## src/rtl/mmio_bridge_if.sv

```systemverilog
// CPU-side bus of the MMIO bridge: address, write data, direction,
// ready qualifier, read data and the I/O back-pressure flag.
interface mmio_bridge_if;
    logic        rdy_in;
    logic [31:0] cpu_a;
    logic [7:0]  cpu_dout;
    logic        cpu_wr;
    logic [7:0]  cpu_din;
    logic        io_buffer_full;

    modport master (
        output rdy_in, cpu_a, cpu_dout, cpu_wr,
        input  cpu_din, io_buffer_full
    );

    modport slave (
        input  rdy_in, cpu_a, cpu_dout, cpu_wr,
        output cpu_din, io_buffer_full
    );
endinterface

```

## src/rtl/mmio_bridge.sv

```systemverilog
// CPU to RAM / UART memory-mapped bridge with a TX FIFO and halt flag.
// Define MMIO_CYCLE_COUNTER_EN to add the readable 32-bit cycle counter.
module mmio_bridge #(
    parameter int TX_DEPTH_BIT = 3
) (
    input  logic        clk_in,
    input  logic        rst_in,
    mmio_bridge_if.slave cpu,
    output logic [16:0] ram_a,
    output logic [7:0]  ram_dout,
    output logic        ram_we,
    input  logic [7:0]  ram_din,
    output logic [7:0]  tx_data,
    output logic        tx_valid,
    input  logic        tx_ready,
    input  logic [7:0]  rx_data,
    input  logic        rx_valid,
    output logic        rx_pop,
    output logic        prog_stop
);
    localparam int DEPTH = 1 << TX_DEPTH_BIT;
    localparam logic [TX_DEPTH_BIT:0] CNT_FULL = (TX_DEPTH_BIT + 1)'(DEPTH);
    localparam logic [TX_DEPTH_BIT:0] CNT_HIGH = (TX_DEPTH_BIT + 1)'(DEPTH - 2);

    localparam logic [1:0] SRC_ZERO = 2'd0;
    localparam logic [1:0] SRC_RAM  = 2'd1;
    localparam logic [1:0] SRC_RX   = 2'd2;
    localparam logic [1:0] SRC_CNT  = 2'd3;

    logic [17:0] addr;
    logic        req, rd, wr;
    logic        io_sel, a_tx, a_stop, a_cnt;

    assign addr   = cpu.cpu_a[17:0];
    assign req    = cpu.rdy_in & ~rst_in;
    assign wr     = req & cpu.cpu_wr;
    assign rd     = req & ~cpu.cpu_wr;
    assign io_sel = (addr[17:16] == 2'b11);
    assign a_tx   = (addr == 18'h30000);
    assign a_stop = (addr == 18'h30004);
    assign a_cnt  = (addr[17:2] == 16'hC001);

    logic unused_addr;
    assign unused_addr = ^cpu.cpu_a[31:18];

    assign ram_a    = cpu.cpu_a[16:0];
    assign ram_dout = cpu.cpu_dout;
    assign ram_we   = wr & ~io_sel;
    assign rx_pop   = rd & a_tx & rx_valid;

    logic [7:0] cnt_byte;
`ifdef MMIO_CYCLE_COUNTER_EN
    logic [31:0] cycles;

    always_ff @(posedge clk_in) begin
        if (rst_in)
            cycles <= '0;
        else if (cpu.rdy_in)
            cycles <= cycles + 32'd1;
    end

    always_comb begin
        cnt_byte = cycles[7:0];
        unique case (addr[1:0])
            2'd0: cnt_byte = cycles[7:0];
            2'd1: cnt_byte = cycles[15:8];
            2'd2: cnt_byte = cycles[23:16];
            2'd3: cnt_byte = cycles[31:24];
        endcase
    end
`else
    assign cnt_byte = 8'h00;
`endif

    // TX FIFO
    logic [7:0]              mem [DEPTH];
    logic [TX_DEPTH_BIT-1:0] head, tail;
    logic [TX_DEPTH_BIT:0]   count, count_next;
    logic                    push, push_ok, pop;
    logic [7:0]              push_data;
    logic                    buf_full;

    assign push      = wr & ((a_tx & (|cpu.cpu_dout)) | a_stop);
    assign push_data = a_stop ? 8'h00 : cpu.cpu_dout;
    assign tx_valid  = (count != '0) & ~rst_in;
    assign tx_data   = mem[head];
    assign pop       = tx_valid & tx_ready;
    // a pop in the same cycle frees the slot a full-FIFO push needs
    assign push_ok   = push & ((count != CNT_FULL) | pop);

    always_comb begin
        count_next = count;
        unique case ({push_ok, pop})
            2'b10:   count_next = count + 1'b1;
            2'b01:   count_next = count - 1'b1;
            default: count_next = count;
        endcase
    end

    always_ff @(posedge clk_in) begin
        if (push_ok)
            mem[tail] <= push_data;
    end

    // read source, plus the byte captured for RX/counter reads
    logic [1:0] src, src_next;
    logic [7:0] hold, hold_next;

    always_comb begin
        src_next  = SRC_ZERO;
        hold_next = 8'h00;
        if (rd) begin
            if (!io_sel) begin
                src_next = SRC_RAM;
            end else if (a_tx && rx_valid) begin
                src_next  = SRC_RX;
                hold_next = rx_data;
`ifdef MMIO_CYCLE_COUNTER_EN
            end else if (a_cnt) begin
                src_next  = SRC_CNT;
                hold_next = cnt_byte;
`endif
            end
        end
    end

    logic unused_cnt;
    assign unused_cnt = ^{a_cnt, cnt_byte};

    always_ff @(posedge clk_in) begin
        if (rst_in) begin
            head      <= '0;
            tail      <= '0;
            count     <= '0;
            buf_full  <= 1'b0;
            prog_stop <= 1'b0;
            src       <= SRC_ZERO;
            hold      <= 8'h00;
        end else begin
            if (push_ok)
                tail <= tail + 1'b1;
            if (pop)
                head <= head + 1'b1;
            count    <= count_next;
            buf_full <= (count_next >= CNT_HIGH);
            if (wr && a_stop)
                prog_stop <= 1'b1;
            src  <= src_next;
            hold <= hold_next;
        end
    end

    assign cpu.io_buffer_full = buf_full;

    always_comb begin
        cpu.cpu_din = 8'h00;
        if (!rst_in) begin
            unique case (src)
                SRC_RAM:  cpu.cpu_din = ram_din;
                SRC_RX:   cpu.cpu_din = hold;
                SRC_CNT:  cpu.cpu_din = hold;
                default:  cpu.cpu_din = 8'h00;
            endcase
        end
    end
endmodule

```

## src/flat_wrapper.sv

```systemverilog
// flat-port wrapper written by rule: the top's interface ports become plain ports
module mmio_bridge_flat 
#(
    parameter int TX_DEPTH_BIT = 3
)
  (clk_in, rst_in, ram_a, ram_dout, ram_we, ram_din, tx_data, tx_valid, tx_ready, rx_data, rx_valid, rx_pop, prog_stop, cpu_rdy_in, cpu_cpu_a, cpu_cpu_dout, cpu_cpu_wr, cpu_cpu_din, cpu_io_buffer_full);
  mmio_bridge_if cpu_i ();
  input  logic clk_in;
  input  logic rst_in;
  output logic [16:0] ram_a;
  output logic [7:0] ram_dout;
  output logic ram_we;
  input  logic [7:0] ram_din;
  output logic [7:0] tx_data;
  output logic tx_valid;
  input  logic tx_ready;
  input  logic [7:0] rx_data;
  input  logic rx_valid;
  output logic rx_pop;
  output logic prog_stop;
  input wire logic [$bits(cpu_i.rdy_in)-1:0] cpu_rdy_in;
  input wire logic [$bits(cpu_i.cpu_a)-1:0] cpu_cpu_a;
  input wire logic [$bits(cpu_i.cpu_dout)-1:0] cpu_cpu_dout;
  input wire logic [$bits(cpu_i.cpu_wr)-1:0] cpu_cpu_wr;
  output wire logic [$bits(cpu_i.cpu_din)-1:0] cpu_cpu_din;
  output wire logic [$bits(cpu_i.io_buffer_full)-1:0] cpu_io_buffer_full;
  assign cpu_i.rdy_in = cpu_rdy_in;
  assign cpu_i.cpu_a = cpu_cpu_a;
  assign cpu_i.cpu_dout = cpu_cpu_dout;
  assign cpu_i.cpu_wr = cpu_cpu_wr;
  assign cpu_cpu_din = cpu_i.cpu_din;
  assign cpu_io_buffer_full = cpu_i.io_buffer_full;
  mmio_bridge #(.TX_DEPTH_BIT(TX_DEPTH_BIT)) u_core (.clk_in(clk_in), .rst_in(rst_in), .cpu(cpu_i), .ram_a(ram_a), .ram_dout(ram_dout), .ram_we(ram_we), .ram_din(ram_din), .tx_data(tx_data), .tx_valid(tx_valid), .tx_ready(tx_ready), .rx_data(rx_data), .rx_valid(rx_valid), .rx_pop(rx_pop), .prog_stop(prog_stop));
endmodule
```

## config.mk

```make
export PLATFORM = sky130hd
export DESIGN_NAME = mmio_bridge_flat
export DESIGN_NICKNAME = d
export VERILOG_FILES = /design/src/rtl/mmio_bridge_if.sv /design/src/rtl/mmio_bridge.sv /design/src/flat_wrapper.sv
export SDC_FILE = /design/constraint.sdc
export NUM_CORES = 1
export LEC_CHECK = 0
export CORE_MARGIN = 3
export CORE_UTILIZATION = 45
export CTS_CLUSTER_SIZE = 20
export DETAILED_ROUTE_END_ITERATION = 16
export HOLD_SLACK_MARGIN = 0.02
export PLACE_DENSITY = 0.84
export SETUP_SLACK_MARGIN = 0.05
export SLEW_MARGIN = 5
export SYNTH_ARGS = -nofsm -noshare
export SYNTH_HDL_FRONTEND = slang
export SYNTH_SLANG_ARGS = --single-unit
```

## constraint.sdc

```tcl
create_clock -name clk_in -period 8.5 [get_ports clk_in]
set_clock_uncertainty 0.15 [all_clocks]
set_input_delay 0.85 -clock clk_in [delete_from_list [all_inputs] [get_ports clk_in]]
set_output_delay 0.85 -clock clk_in [all_outputs]
set_load 0.01 [all_outputs]
```

==> out/metrics.yaml, run 1 <==
drc_errors: 0
fmax_ghz: 0.224
area_growth_pct: 26.0
routed_wl_um: 8120
synth_area_um2: 3970
synth_cell_types: 39
synth_compound_area_share_pct: 3.97
synthArstFlopShare_pct: 0
ys_seq_area_share_pct: 61.0
final_common_cell: "clkdlybuf4s50_1"
grt_pass1_wl_um: 13000
dp_hpwl_um: 5860
finalCriticalPeriod_ps: 4470
globalplace.congestion: 0.773
cts-root-buf: "clkbuf_8"
required_ps: 8650
synth_edf_count: 64
powerDensity_nw_per_um2: 166
synth_top_family_by_area: "multiplexers"
holdBufCountCts: 0
core-area_um2: 8380
min_path_type: "reg -> reg"
dieHeight_um: 99.9
crit_type: "in -> reg"
drv_cap: 0
tritoncts: "built"
diodes: 0
arrival_ps: 4620
synth.net_count: 351
drt_iter0_drc: 71
clock_path_buffers: 2
start_util_pct: 47.4
ys.flop_type: "edfxtp_1"
syn_area_per_cell_um2: 14.0
vdd_drop_max_mv: 0.0926
gr-usage-met3_pct: 4.03
io_buffers: 93
muxShareOfSynthArea_pct: 13.3
wl_per_cell_um: 17.4
status: "finished clean"
synth_xor_area_share_pct: 1.10
die_w_um: 99.9
worst_pin_slew_ps: 1070
clk_latency_ps: 360
grtUsageMet1_pct: 21.1
num_vias: 2486
cts.sinks: 89
first_pass_iters: 4
ant_nets: 0
drive_gt1_share_pct: 13.3
rsz0062_at_grt: "false"
synth_cells: 284
grt_pass1_vias: 2594
design_area_um2: 5000
setup_viol: 0
use_met2_pct: 29.7
finalSetupTns_ps: 0
synthAdderAreaFrac_pct: 1.77
yosys_warnings: 0
synth-simple-area-share_pct: 12.8
cp-end-kind: "flop"
relSlewSlack_pct: 28.4
die-area_um2: 9980
synth_seq_cells: 89
post-route-period-util_pct: 52.6
layout_common_cells: "clkdlybuf4s50_1 (93), edfxtp_1 (64), nor2_1 (26), dfxtp_1 (25)"
placed_cell_area_um2: 4820
grt_max_degree: 24
start_kind: "input pin"
ctsResizeCount: 0
io_pins: 108
final-hold-violation-count: 0
rows: 33
track_usage_pct: 17.3
htree_levels: 3
path_clk_slew_ps: 80
cts_buffers: 9
cts_setup_buffers: 0
via_per_inst: 5.33
grt-busiest-layer: "met2"
worst-path-max-fanout: 5
drv_slew: 0
gr-total-overflow: 0
p_leak_nw: 1.66
nNetsFinal: 423
antenna_found_initial: 0
hold_ws_ps: 347
-- cell type report --
type	count	area [um2]
clock inverter	6	48.8
clock buffer	10	128
sequential	89	2420
tap	105	131
multi-input combinational	156	1310
inverter	5	18.8
fill	654	3380
timing repair buffer	95	946
-- worst max-delay path, stage by stage --
cell and delay (ps):
clkdlybuf4s50_1 450, or4_4 530, or4_4 580, nor4_4 390, nand2b_1 200, inv_1 80, ha_1 270, a21o_1 190
a2111oi_0 590, xnor2_1 100, or3_1 330, nand3_1 70
-- through the flow --
| step | std cells | utilization [%] | setup slack, ps | power, mW |
|---|---|---|---|---|
| after global placement | 450 | 57.6 | 3690 | 0.579 |
| after CTS | 466 | 59.7 | 4000 | 0.836 |
| after global routing | 466 | 59.7 | 3850 | 0.859 |
| after detailed placement | 450 | 57.6 | 3660 | 0.581 |
| after floorplan | 284 | - | 4400 | 0.535 |
| final | 466 | 59.7 | 4030 | 0.829 |
-- cell usage after synthesis (all sizes together), types with 2 or more instances --
cell,instances,share of area (%)
a21oi,2,0.25
a22oi,8,1.5
and2,16,2.5
and3,2,0.32
buf,28,5.0
clkbuf,6,0.57
dfxtp,25,13
edfxtp,64,48
ha,4,1.3
inv,5,0.47
mux2,10,2.9
mux2i,5,1.3
mux4,16,9.1
nand2,15,1.4
nand2b,6,0.95
nand3,4,0.50
nand4,2,0.32
nor2,26,2.5
nor2b,3,0.47
nor3,6,0.88
nor4,5,1.2
o21ai,5,0.63
or3,4,0.63
or4,4,0.95
xnor2,3,0.66
xor2,2,0.44
-- final timing paths --
kind | slack (ps) | cells past startpoint | start | end
worst min-delay path | 350 | 2 | u_core.tail[2] | u_core.tail[2]
worst max-delay path | 4030 | 12 | cpu_cpu_a[12] | u_core.cpu.io_buffer_full
worst min register to register | 350 | 2 | u_core.tail[2] | u_core.tail[2]
worst max register to register | 5380 | 10 | u_core.count[1] | u_core.cpu.io_buffer_full
-- kinds of logic after synthesis --
group | after synthesis
compound gates | 21
xor+xnor | 5
fa+ha+maj | 5
buf+inv | 39
flops | 89
mux | 31
simple gates | 94
-- layer usage --
metal	vias to the layer above	wire length, um
li1	1178	-
met5	-	0
met4	0	115
met3	11	522
met1	1197	3300
met2	100	4180
-- sequential cells by signal, summed over array words and instances, names as in the netlist, named ones only --
| signal | flops |
|---|---|
| u_core.mem | 64 |
| u_core.prog_stop | 1 |
| u_core.hold | 8 |
| u_core.head | 3 |
| u_core.tail | 3 |
| u_core.count | 4 |
| u_core.cpu.io_buffer_full | 1 |
| u_core.src | 2 |
-- report_power, final --
group          leakage (nW)  internal [mW]  switching [mW]
clock                0.0878          0.109           0.149
sequential            0.777          0.467         0.00860
combinational         0.799         0.0577          0.0373
No activity file was read; power rests on OpenSTA's default activity.
==> run 2: changes to the inputs <==
- CORE_UTILIZATION: 45 -> 44
- PLACE_DENSITY: 0.84 -> 0.86
- clock period: 8.5 -> 4.1 ns (I/O delays scaled with it)
==> out/metrics.yaml, run 2 (same netlist as run 1, synthesis figures left out) <==
status: "finished clean"
final_common_cell: "clkdlybuf4s50_1"
fmax_ghz: 0.266
grt_pass1_vias: 2754
worst_pin_slew_ps: 801
grt_max_degree: 17
track_usage_pct: 17.7
drv_slew: 0
drive_gt1_share_pct: 17.2
cp-endpoint: "u_core.cpu.io_buffer_full"
path_clk_slew_ps: 90
die-area_um2: 10200
vdd_drop_max_mv: 0.169
grt_pass1_wl_um: 13700
min_path_type: "reg -> reg"
powerDensity_nw_per_um2: 337
io_pins: 108
rows: 34
clock_path_buffers: 2
globalplace.congestion: 0.819
final-hold-violation-count: 0
layout_common_cells: "clkdlybuf4s50_1 (93), edfxtp_1 (64), nor2_1 (26), dfxtp_1 (25), buf_4 (18)"
hold_ws_ps: 366
io_buffers: 93
arrival_ps: 3910
worstSetupStartpoint: "cpu_cpu_a[12]"
wl_per_cell_um: 17.4
core-area_um2: 8720
drv_cap: 0
rr_endpoint: "u_core.cpu.io_buffer_full"
die_w_um: 101
nNetsFinal: 439
relSlewSlack_pct: 46.5
tritoncts: "built"
regMostFlops: "u_core.mem"
post-route-period-util_pct: 91.9
worst-path-max-fanout: 2
rrSetupSlack_ps: 1080
rsz0062_at_grt: "false"
p_leak_nw: 1.75
num_vias: 2568
antenna_found_initial: 0
via_per_inst: 5.29
drc_errors: 0
wl_met2_um: 4350
required_ps: 4240
power_mw: 1.73
start_util_pct: 45.5
crit_type: "in -> reg"
reg2reg_depth: 10
r2r_start: "u_core.count[1]"
diodes: 0
num-fill-cells: 673
cts_buffers: 9
routed_wl_um: 8460
start_kind: "input pin"
placed_cell_area_um2: 4950
dr_wl_met3_um: 598
cts.sinks: 89
dp_hpwl_um: 6280
worstHoldStart: "u_core.tail[2]"
clk_latency_ps: 340
register_area_um2: 2420
largest_registers: "u_core.mem x64, u_core.hold x8, u_core.count x4"
htree_levels: 3
ant_nets: 0
cp-end-kind: "flop"
first_pass_iters: 4
finalCriticalPeriod_ps: 3770
drt_iter0_drc: 135
top_layer_used: "met4"
gr-total-overflow: 0
multi_input_area_um2: 1310
wl_met1_um: 3430
cts-root-buf: "clkbuf_8"
area_growth_pct: 29.2
design_area_um2: 5130
dieHeight_um: 101
largest_register_ffs: 64
setup_viol: 0
==> run 2: cell count changes in the layout (fill, tap and decap cells not counted) <==
cell,change
inv_4,-1
inv_8,+1
a2111oi_1,+1
clkinv_2,+2
clkinvlp_4,+1
buf_4,+16
clkbuf_1,-1
inv_6,-1
a2111oi_0,-1
clkinv_4,-1
==> run 2: timing repair <==
item / CTS / global route
hold buffers: 0 / 0
gates resized for setup: 0 / 1
setup endpoints to repair: 0 / 2
buffers inserted: 0 / 0
==> run 2: layout make-up <==
class / instances / share of cell area [%]
clock inverter: 7 / 1.05
multi-input combinational: 156 / 25.5
timing repair buffer: 111 / 20.8
tap: 108 / 2.64
clock buffer: 9 / 2.42
sequential: 89 / 47.2
inverter: 5 / 0.366
==> run 2: worst min-delay path by stage <==
stage / endpoint / slack, ps / depth (start not counted)
floorplan: flop / 310 / 2
global placement: u_core.tail[2] / 330 / 2
detailed placement: u_core.tail[2] / 340 / 2
CTS: u_core.tail[2] / 370 / 2
global route: flop / 400 / 2
finish: u_core.tail[2] / 370 / 2
==> run 2: through the flow <==
stage | util [%] | setup TNS (ps) | cells | setup slack, ps
finish | 58.8 | 0 | 485 | 334
global route | 58.8 | 0 | 485 | 82.6
CTS | 58.8 | 0 | 485 | 256
detailed placement | 56.7 | -204 | 469 | -106
global placement | 56.7 | -50.2 | 469 | -33.5
floorplan | - | 0 | 284 | 445
==> run 2: where the power goes <==
part / switching, mW / internal (mW) / leakage, nW
clock network: 0.313 / 0.225 / 0.0875
logic: 0.0878 / 0.126 / 0.881
registers: 0.00856 / 0.968 / 0.777
total: 0.409 / 1.32 / 1.75
==> run 2: worst max-delay path, stage by stage <==
cell and delay, ps:
clkdlybuf4s50_1 450, or4_4 540, or4_4 550, nor4_4 270, nand2b_1 170, inv_1 60
ha_1 270, a21o_1 190, a2111oi_1 450, xnor2_1 110, or3_1 350, nand3_1 90
==> run 2: metal layers <==
layer | GRT usage, % | up-vias
met3 | 5.47 | 7
met5 | 0 | -
met4 | 4.40 | 0
li1 | - | 1214
met2 | 31.2 | 115
met1 | 21.0 | 1232
